==> src/rtl/uart_tx_arbiter_pkg.sv <==
// Shared types and defaults for the two-port UART transmit arbiter.
package uart_tx_arbiter_pkg;

  typedef enum logic [2:0] {
    ST_IDLE    = 3'd0,
    ST_SEND    = 3'd1,
    ST_NEXT    = 3'd2,
    ST_MARK    = 3'd3,
    ST_RELEASE = 3'd4
  } state_t;

  // Port 0 drains the CCD frame FIFO, port 1 carries status replies.
  localparam logic PORT_DATA = 1'b0;
  localparam logic PORT_STAT = 1'b1;

  localparam logic [7:0]  SYNC_BYTE_DEF = 8'hFF;
  localparam int unsigned TIMEOUT_DEF   = 1_000_000;

  function automatic logic [1:0] port_onehot(input logic port);
    return (port == PORT_STAT) ? 2'b10 : 2'b01;
  endfunction

endpackage

==> src/rtl/uart_tx_arbiter_if.sv <==
// Requester byte streams plus the UART start/done handshake.
// slave = arbiter side, master = requesters and UART side.
interface uart_tx_arbiter_if;
  logic       req0, req1;
  logic [7:0] data0, data1;
  logic       last0, last1;
  logic       ack0, ack1;
  logic       tx_en;
  logic [7:0] tx_data;
  logic       tx_done;

  modport master (
    output req0, req1, data0, data1, last0, last1, tx_done,
    input  ack0, ack1, tx_en, tx_data
  );

  modport slave (
    input  req0, req1, data0, data1, last0, last1, tx_done,
    output ack0, ack1, tx_en, tx_data
  );
endinterface

==> src/rtl/uart_tx_arbiter_watchdog.sv <==
// Arbiter watchdog: counts while enabled, cleared on every state change,
// flags expiry combinationally on the last allowed cycle.
module uart_tx_arbiter_watchdog #(
  parameter int unsigned TIMEOUT_CYC = 1_000_000
) (
  input  logic clk,
  input  logic rst,
  input  logic clear,
  input  logic en,
  output logic expire
);
  localparam int unsigned     TW    = (TIMEOUT_CYC > 2) ? $clog2(TIMEOUT_CYC) : 1;
  localparam logic [TW-1:0]   LIMIT = TW'(TIMEOUT_CYC - 1);

  logic [TW-1:0] timer;

  // Restart on any state change, otherwise advance while a wait is in progress.
  always_ff @(posedge clk) begin
    if (rst || clear) timer <= '0;
    else if (en)      timer <= timer + 1'b1;
  end

  assign expire = en && (timer == LIMIT);
endmodule

==> src/rtl/uart_tx_arbiter.sv <==
// Two-port, packet-atomic, round-robin arbiter in front of one UART transmitter.
// Optional feature macro: FRAME_MARKER_EN appends SYNC_BYTE after each port-0 packet.
module uart_tx_arbiter
  import uart_tx_arbiter_pkg::*;
#(
  parameter int unsigned TIMEOUT_CYC = TIMEOUT_DEF,
  parameter logic [7:0]  SYNC_BYTE   = SYNC_BYTE_DEF
) (
  input  logic              clk,
  input  logic              rst,
  uart_tx_arbiter_if.slave  bus,
  output logic [1:0]        grant,
  output logic              busy,
  output logic              err_timeout
);
  state_t     state, state_nxt;
  logic       owner, rr_ptr, last_q, tx_en_q, err_q;
  logic [7:0] tx_data_q;
  logic [1:0] ack_q, req;
  logic       pick, take, abort, use_mark, expire, wd_en;
  logic [7:0] pick_data;
  logic       pick_last;

  assign req       = {bus.req1, bus.req0};
  assign pick_data = pick ? bus.data1 : bus.data0;
  assign pick_last = pick ? bus.last1 : bus.last0;
  assign wd_en     = (state == ST_SEND) || (state == ST_NEXT) || (state == ST_MARK);

`ifdef FRAME_MARKER_EN
  assign use_mark = (owner == PORT_DATA);
`else
  assign use_mark = 1'b0;
`endif

  uart_tx_arbiter_watchdog #(.TIMEOUT_CYC(TIMEOUT_CYC)) u_wd (
    .clk    (clk),
    .rst    (rst),
    .clear  (state_nxt != state),
    .en     (wd_en),
    .expire (expire)
  );

  // State register.
  always_ff @(posedge clk) begin
    if (rst) state <= ST_IDLE;
    else     state <= state_nxt;
  end

  // Next state; tx_done beats the watchdog, and the NEXT state ignores the
  // owner's req during the ack cycle because it still carries the old byte.
  always_comb begin
    state_nxt = state;
    take      = 1'b0;
    abort     = 1'b0;
    pick      = owner;
    unique case (state)
      ST_IDLE: if (|req) begin
        pick      = (&req) ? rr_ptr : req[1];
        take      = 1'b1;
        state_nxt = ST_SEND;
      end
      ST_SEND: begin
        if (bus.tx_done)
          state_nxt = !last_q ? ST_NEXT : (use_mark ? ST_MARK : ST_RELEASE);
        else if (expire) begin
          abort     = 1'b1;
          state_nxt = ST_RELEASE;
        end
      end
      ST_NEXT: begin
        if (req[owner] && (ack_q == 2'b00)) begin
          take      = 1'b1;
          state_nxt = ST_SEND;
        end else if (expire) begin
          abort     = 1'b1;
          state_nxt = ST_RELEASE;
        end
      end
`ifdef FRAME_MARKER_EN
      ST_MARK: begin
        if (bus.tx_done && tx_en_q) state_nxt = ST_RELEASE;
        else if (expire) begin
          abort     = 1'b1;
          state_nxt = ST_RELEASE;
        end
      end
`endif
      ST_RELEASE: state_nxt = ST_IDLE;
      default:    state_nxt = ST_IDLE;
    endcase
  end

  // State-decoded outputs; grant stays up through RELEASE.
  always_comb begin
    grant = (state == ST_IDLE) ? 2'b00 : port_onehot(owner);
    busy  = (state != ST_IDLE);
  end

  // Datapath: byte latch, UART start level, ack/err pulses, round-robin pointer.
  // In MARK tx_en re-rises one cycle after the data byte's done so the UART sees a fresh start.
  always_ff @(posedge clk) begin
    if (rst) begin
      owner     <= PORT_DATA;
      rr_ptr    <= PORT_DATA;
      last_q    <= 1'b0;
      tx_en_q   <= 1'b0;
      tx_data_q <= 8'h00;
      ack_q     <= 2'b00;
      err_q     <= 1'b0;
    end else begin
      ack_q <= 2'b00;
      err_q <= abort;
      if (take) begin
        owner     <= pick;
        tx_data_q <= pick_data;
        last_q    <= pick_last;
        tx_en_q   <= 1'b1;
      end else if (state == ST_SEND && bus.tx_done) begin
        tx_en_q <= 1'b0;
        ack_q   <= port_onehot(owner);
        if (state_nxt == ST_MARK) tx_data_q <= SYNC_BYTE;
      end else if (state == ST_MARK) begin
        if (!tx_en_q)         tx_en_q <= 1'b1;
        else if (bus.tx_done) tx_en_q <= 1'b0;
      end
      if (abort) tx_en_q <= 1'b0;
      if (state == ST_RELEASE) rr_ptr <= ~owner;
    end
  end

  assign bus.tx_en   = tx_en_q;
  assign bus.tx_data = tx_data_q;
  assign bus.ack0    = ack_q[0];
  assign bus.ack1    = ack_q[1];
  assign err_timeout = err_q;
endmodule

==> src/flat_wrapper.sv <==
// flat-port wrapper written by rule: the top's interface ports become plain ports
module uart_tx_arbiter_flat import uart_tx_arbiter_pkg::*;
#(
  parameter int unsigned TIMEOUT_CYC = TIMEOUT_DEF,
  parameter logic [7:0]  SYNC_BYTE   = SYNC_BYTE_DEF
)
  (clk, rst, grant, busy, err_timeout, bus_req0, bus_req1, bus_data0, bus_data1, bus_last0, bus_last1, bus_tx_done, bus_ack0, bus_ack1, bus_tx_en, bus_tx_data);
  uart_tx_arbiter_if bus_i ();
  input  logic clk;
  input  logic rst;
  output logic [1:0] grant;
  output logic busy;
  output logic err_timeout;
  input wire logic [$bits(bus_i.req0)-1:0] bus_req0;
  input wire logic [$bits(bus_i.req1)-1:0] bus_req1;
  input wire logic [$bits(bus_i.data0)-1:0] bus_data0;
  input wire logic [$bits(bus_i.data1)-1:0] bus_data1;
  input wire logic [$bits(bus_i.last0)-1:0] bus_last0;
  input wire logic [$bits(bus_i.last1)-1:0] bus_last1;
  input wire logic [$bits(bus_i.tx_done)-1:0] bus_tx_done;
  output wire logic [$bits(bus_i.ack0)-1:0] bus_ack0;
  output wire logic [$bits(bus_i.ack1)-1:0] bus_ack1;
  output wire logic [$bits(bus_i.tx_en)-1:0] bus_tx_en;
  output wire logic [$bits(bus_i.tx_data)-1:0] bus_tx_data;
  assign bus_i.req0 = bus_req0;
  assign bus_i.req1 = bus_req1;
  assign bus_i.data0 = bus_data0;
  assign bus_i.data1 = bus_data1;
  assign bus_i.last0 = bus_last0;
  assign bus_i.last1 = bus_last1;
  assign bus_i.tx_done = bus_tx_done;
  assign bus_ack0 = bus_i.ack0;
  assign bus_ack1 = bus_i.ack1;
  assign bus_tx_en = bus_i.tx_en;
  assign bus_tx_data = bus_i.tx_data;
  uart_tx_arbiter #(.TIMEOUT_CYC(TIMEOUT_CYC), .SYNC_BYTE(SYNC_BYTE)) u_core (.clk(clk), .rst(rst), .bus(bus_i), .grant(grant), .busy(busy), .err_timeout(err_timeout));
endmodule
==> config.mk <==
export PLATFORM = sky130hd
export DESIGN_NAME = uart_tx_arbiter_flat
export DESIGN_NICKNAME = d
export VERILOG_FILES = /design/src/rtl/uart_tx_arbiter_pkg.sv /design/src/rtl/uart_tx_arbiter_if.sv /design/src/rtl/uart_tx_arbiter_watchdog.sv /design/src/rtl/uart_tx_arbiter.sv /design/src/flat_wrapper.sv
export SDC_FILE = /design/constraint.sdc
export NUM_CORES = 1
export LEC_CHECK = 0
export CORE_MARGIN = 5
export CORE_UTILIZATION = 55
export DETAILED_ROUTE_END_ITERATION = 7
export GPL_ROUTABILITY_DRIVEN = 0
export PLACE_DENSITY = 0.93
export SYNTH_ARGS = -nofsm -noshare
export SYNTH_HDL_FRONTEND = slang
export SYNTH_HIERARCHICAL = 1
export SYNTH_SLANG_ARGS = --single-unit
==> constraint.sdc <==
create_clock -name clk -period 8.2 [get_ports clk]
set_clock_uncertainty 0.15 [all_clocks]
set_input_delay 1.64 -clock clk [delete_from_list [all_inputs] [get_ports clk]]
set_output_delay 1.64 -clock clk [all_outputs]
set_load 0.05 [all_outputs]
==> metrics.md <==
| Metric | Value |
|---|---|
| Cells after Synth | `209` |
| GRT Resource Usage Total | `0.195` |
| Die width | `68.4 um` |
| Post-CTS Setup Repair Bufs | `0` |
| CP max FO | `13` |
| Setup CP Type | `flop to output pin` |
| P per Cell Area | `between 150 and 200 mW/mm2` |
| Seq/Total Area, Yosys | `0.405` |
| Clock Sinks | `38` |
| Status | `finished clean` |
| Core area | `between 0.003 and 0.004 mm2` |
| Post-synth top area share | `0.405` |
| Placement Cell Area | `0.00224 mm2` |
| Antenna viol nets, final | `0` |
| Hold_buf cts | `0` |
| Yosys reg bits | `38` |
| Drt first pass iters | `4` |
| Fin nets | `266` |
| Largest net degree at the start of global routing | `20` |
| Critical Path End Type | `output pin` |
| CTS buffer count | `5` |
| Part of the cycle the worst path needs | `0.472` |
| Mapped Avg Cell Area | `roughly 9 um2` |
| Layout area overhead | `22.8%` |
| Die area | `between 0.004 and 0.005 mm2` |
| Synth Net Count | `233` |
| Detailed placement HPWL | `2.82 mm` |
| Global-route wire length before repair | `6.87 mm` |
| Skew-Pair Late Insertion Delay | `approximately 350 ps` |
| H-tree depth | `2` |
| Max clock buf depth | `2` |
| Slew Limit Fails | `0` |
| Synthesized area | `0.00188 mm2` |
| Fill cells | `258` |
| Die height | `slightly below 70 um` |
| CTS Root Cell | `clkbuf_4` |
| Slew margin rel. | `0.523` |
| Max Cap Viol | `0` |
| Share of post-route cells with drive strength above 1 | `0.103` |
| Final instance area | `roughly 0.0023 mm2` |
| Multi-input logic area | `about 0.001 mm2` |
| Highest Clock Rate | `between 200 and 300 MHz` |
| Yosys warning total | `6` |
| Reg clk slew, reported paths | `110 ps` |
| 1st-iter DRT viols | `118` |
| ANT cells | `0` |
| I/O Buffers | `37` |
| P_leak | `0.836 nW` |
| Fin cells | `slightly below 300` |
| Setup Total Neg Slack | `0 ps` |
| Startpoint types | `flop` |
| Synth area leaders | `dfxtp_1, mux2i_1, nor2_1` |
| Dpl cells | `281` |
| Via count | `1647` |
| RSZ-0062 raised after global routing | `false` |
| Number of hold violations in the final report | `0` |
| Worst EP arrival | `approximately 2100 ps` |
| Number of global-route vias before repair | `1573` |
| Initial antenna violation count | `0` |
| Worst-margin pin slew | `just over 700 ps` |
| GR Overflow Total | `0` |
| Final WL | `4.02 mm` |
| CTS tree | `yes` |
| Vias/cell | `roughly 5.7` |
| Hold crit path type | `flop to flop` |
| Post-cts sizing count | `0` |
| Initial Util | `0.567` |
| Dominant cell type by area after synthesis | `dfxtp_1` |
| Num ports | `38` |
| Critical Path RT | `approximately 6400 ps` |
| Register area | `761 um2` |
| Fin crit period | `between 3000 and 4000 ps` |
| Synth cell types | `47` |
| DRC Markers | `0` |
| Final setup fails | `0` |
| Core Rows | `21` |
| WL/cell | `13.9 um` |
| Worst-case vdd ir drop | `0.165 mV` |
[layout make-up]
| cell class | count | area share |
|---|---|---|
| multi-input cells | 154 | 0.445 |
| clock buffers | 7 | 0.0239 |
| repair buffers | 39 | 0.167 |
| clock inverters | 1 | 0.00217 |
| well taps | 46 | 0.0250 |
| inverters | 4 | 0.00651 |
| flip-flops and latches | 38 | 0.330 |
[path summary, 6_finish.rpt]
| kind | startpoint | end | slack, ps | depth (start not counted) |
|---|---|---|---|---|
| worst min register to register | u_core/last_q | u_core/state[2] | 360 | 2 |
| worst max-delay path | u_core/state[2] | grant[1] | 4330 | 3 |
| worst max register to register | u_core/state[1] | u_core/u_wd/timer[13] | 4740 | 9 |
| worst min-delay path | u_core/last_q | u_core/state[2] | 360 | 2 |
[cells in the mapped netlist (all sizes together)]
| cell type | count |
|---|---|
| nor3 | 12 |
| ha | 1 |
| and2 | 1 |
| nor2 | 27 |
| a21boi | 2 |
| xnor2 | 8 |
| buf | 9 |
| a211oi | 9 |
| a21oi | 17 |
| a311oi | 1 |
| a22oi | 1 |
| o31ai | 3 |
| dfxtp | 38 |
| o21ai | 5 |
| inv | 4 |
| nor4b | 1 |
| a31oi | 1 |
| nand3 | 6 |
| nand2 | 13 |
| a2111oi | 1 |
| mux2i | 12 |
| or2 | 1 |
| nand4b | 1 |
| clkbuf | 4 |
| and3 | 1 |
| nor4 | 4 |
| nand4 | 6 |
| nor2b | 1 |
| or3 | 4 |
| xor2 | 3 |
| and4 | 2 |
| a41o | 1 |
| o2bb2ai | 1 |
| a31o | 3 |
| o21a | 1 |
| o221a | 1 |
| or4 | 3 |
[layout by cell type, fill, tap and decap left out, types with 6 or more instances in the layout]
cell	synthesis	final
nand2_1	13	13
a211oi_1	6	6
xnor2_1	8	8
nor3_1	11	11
nor2_1	27	27
a21oi_1	17	17
mux2i_1	12	12
dfxtp_1	38	38
clkdlybuf4s50_1	0	37
[critical path, stage by stage (launching register included)]
cell,delay [ps]
dfxtp_1,660
nor3_2,120
nor2b_1,130
clkdlybuf4s50_1,820
[through the flow]
stage | hold WS, ps | total power, W | setup slack (ps) | util
floorplan | 307 | 0.000292 | 4790 | -
global placement | 321 | 0.000326 | 4060 | 0.678
detailed placement | 330 | 0.000328 | 4020 | 0.678
CTS | 360 | 0.000431 | 4340 | 0.696
global route | 378 | 0.000450 | 4130 | 0.696
finish | 360 | 0.000429 | 4330 | 0.696
[power by group]
group | internal (W) | total [W] | switching [W]
sequential | 0.000195 | 0.000205 | 0.0000105
clock | 0.0000416 | 0.000103 | 0.0000613
combinational | 0.0000481 | 0.000121 | 0.0000725
total | 0.000284 | 0.000429 | 0.000144
[cells by family (layout without fill, tap and decap cells)]
kind of cell             after synthesis  after routing  synth area share
XOR/XNOR                              11             11            0.0513
buffers and inverters                 17             51            0.0480
flip-flops                            38             38             0.405
multiplexers                          12             12            0.0640
AO/OA/AOI/OAI                         47             47             0.189
adder cells (fa/ha/maj)                1              1           0.00667
AND/OR/NAND/NOR                       83             83             0.236
[state kept, by name (all words and copies together) (netlist names), 2 cells and up]
| register | count |
|---|---|
| u_core/u_wd/timer | 20 |
| u_core/state | 3 |
| u_core/bus.tx_data | 8 |
| u_core/ack_q | 2 |
[layer usage]
layer | routed length [um] | up-vias | global-route usage | part of all wire
li1 | - | 829 | - | -
met1 | 1720 | 761 | 0.234 | 0.43
met2 | 1920 | 50 | 0.309 | 0.48
met3 | 316 | 7 | 0.0690 | 0.079
met4 | 63 | 0 | 0.0918 | 0.016
met5 | 0 | - | 0 | 0
No activity file was read; power rests on OpenSTA's default activity.
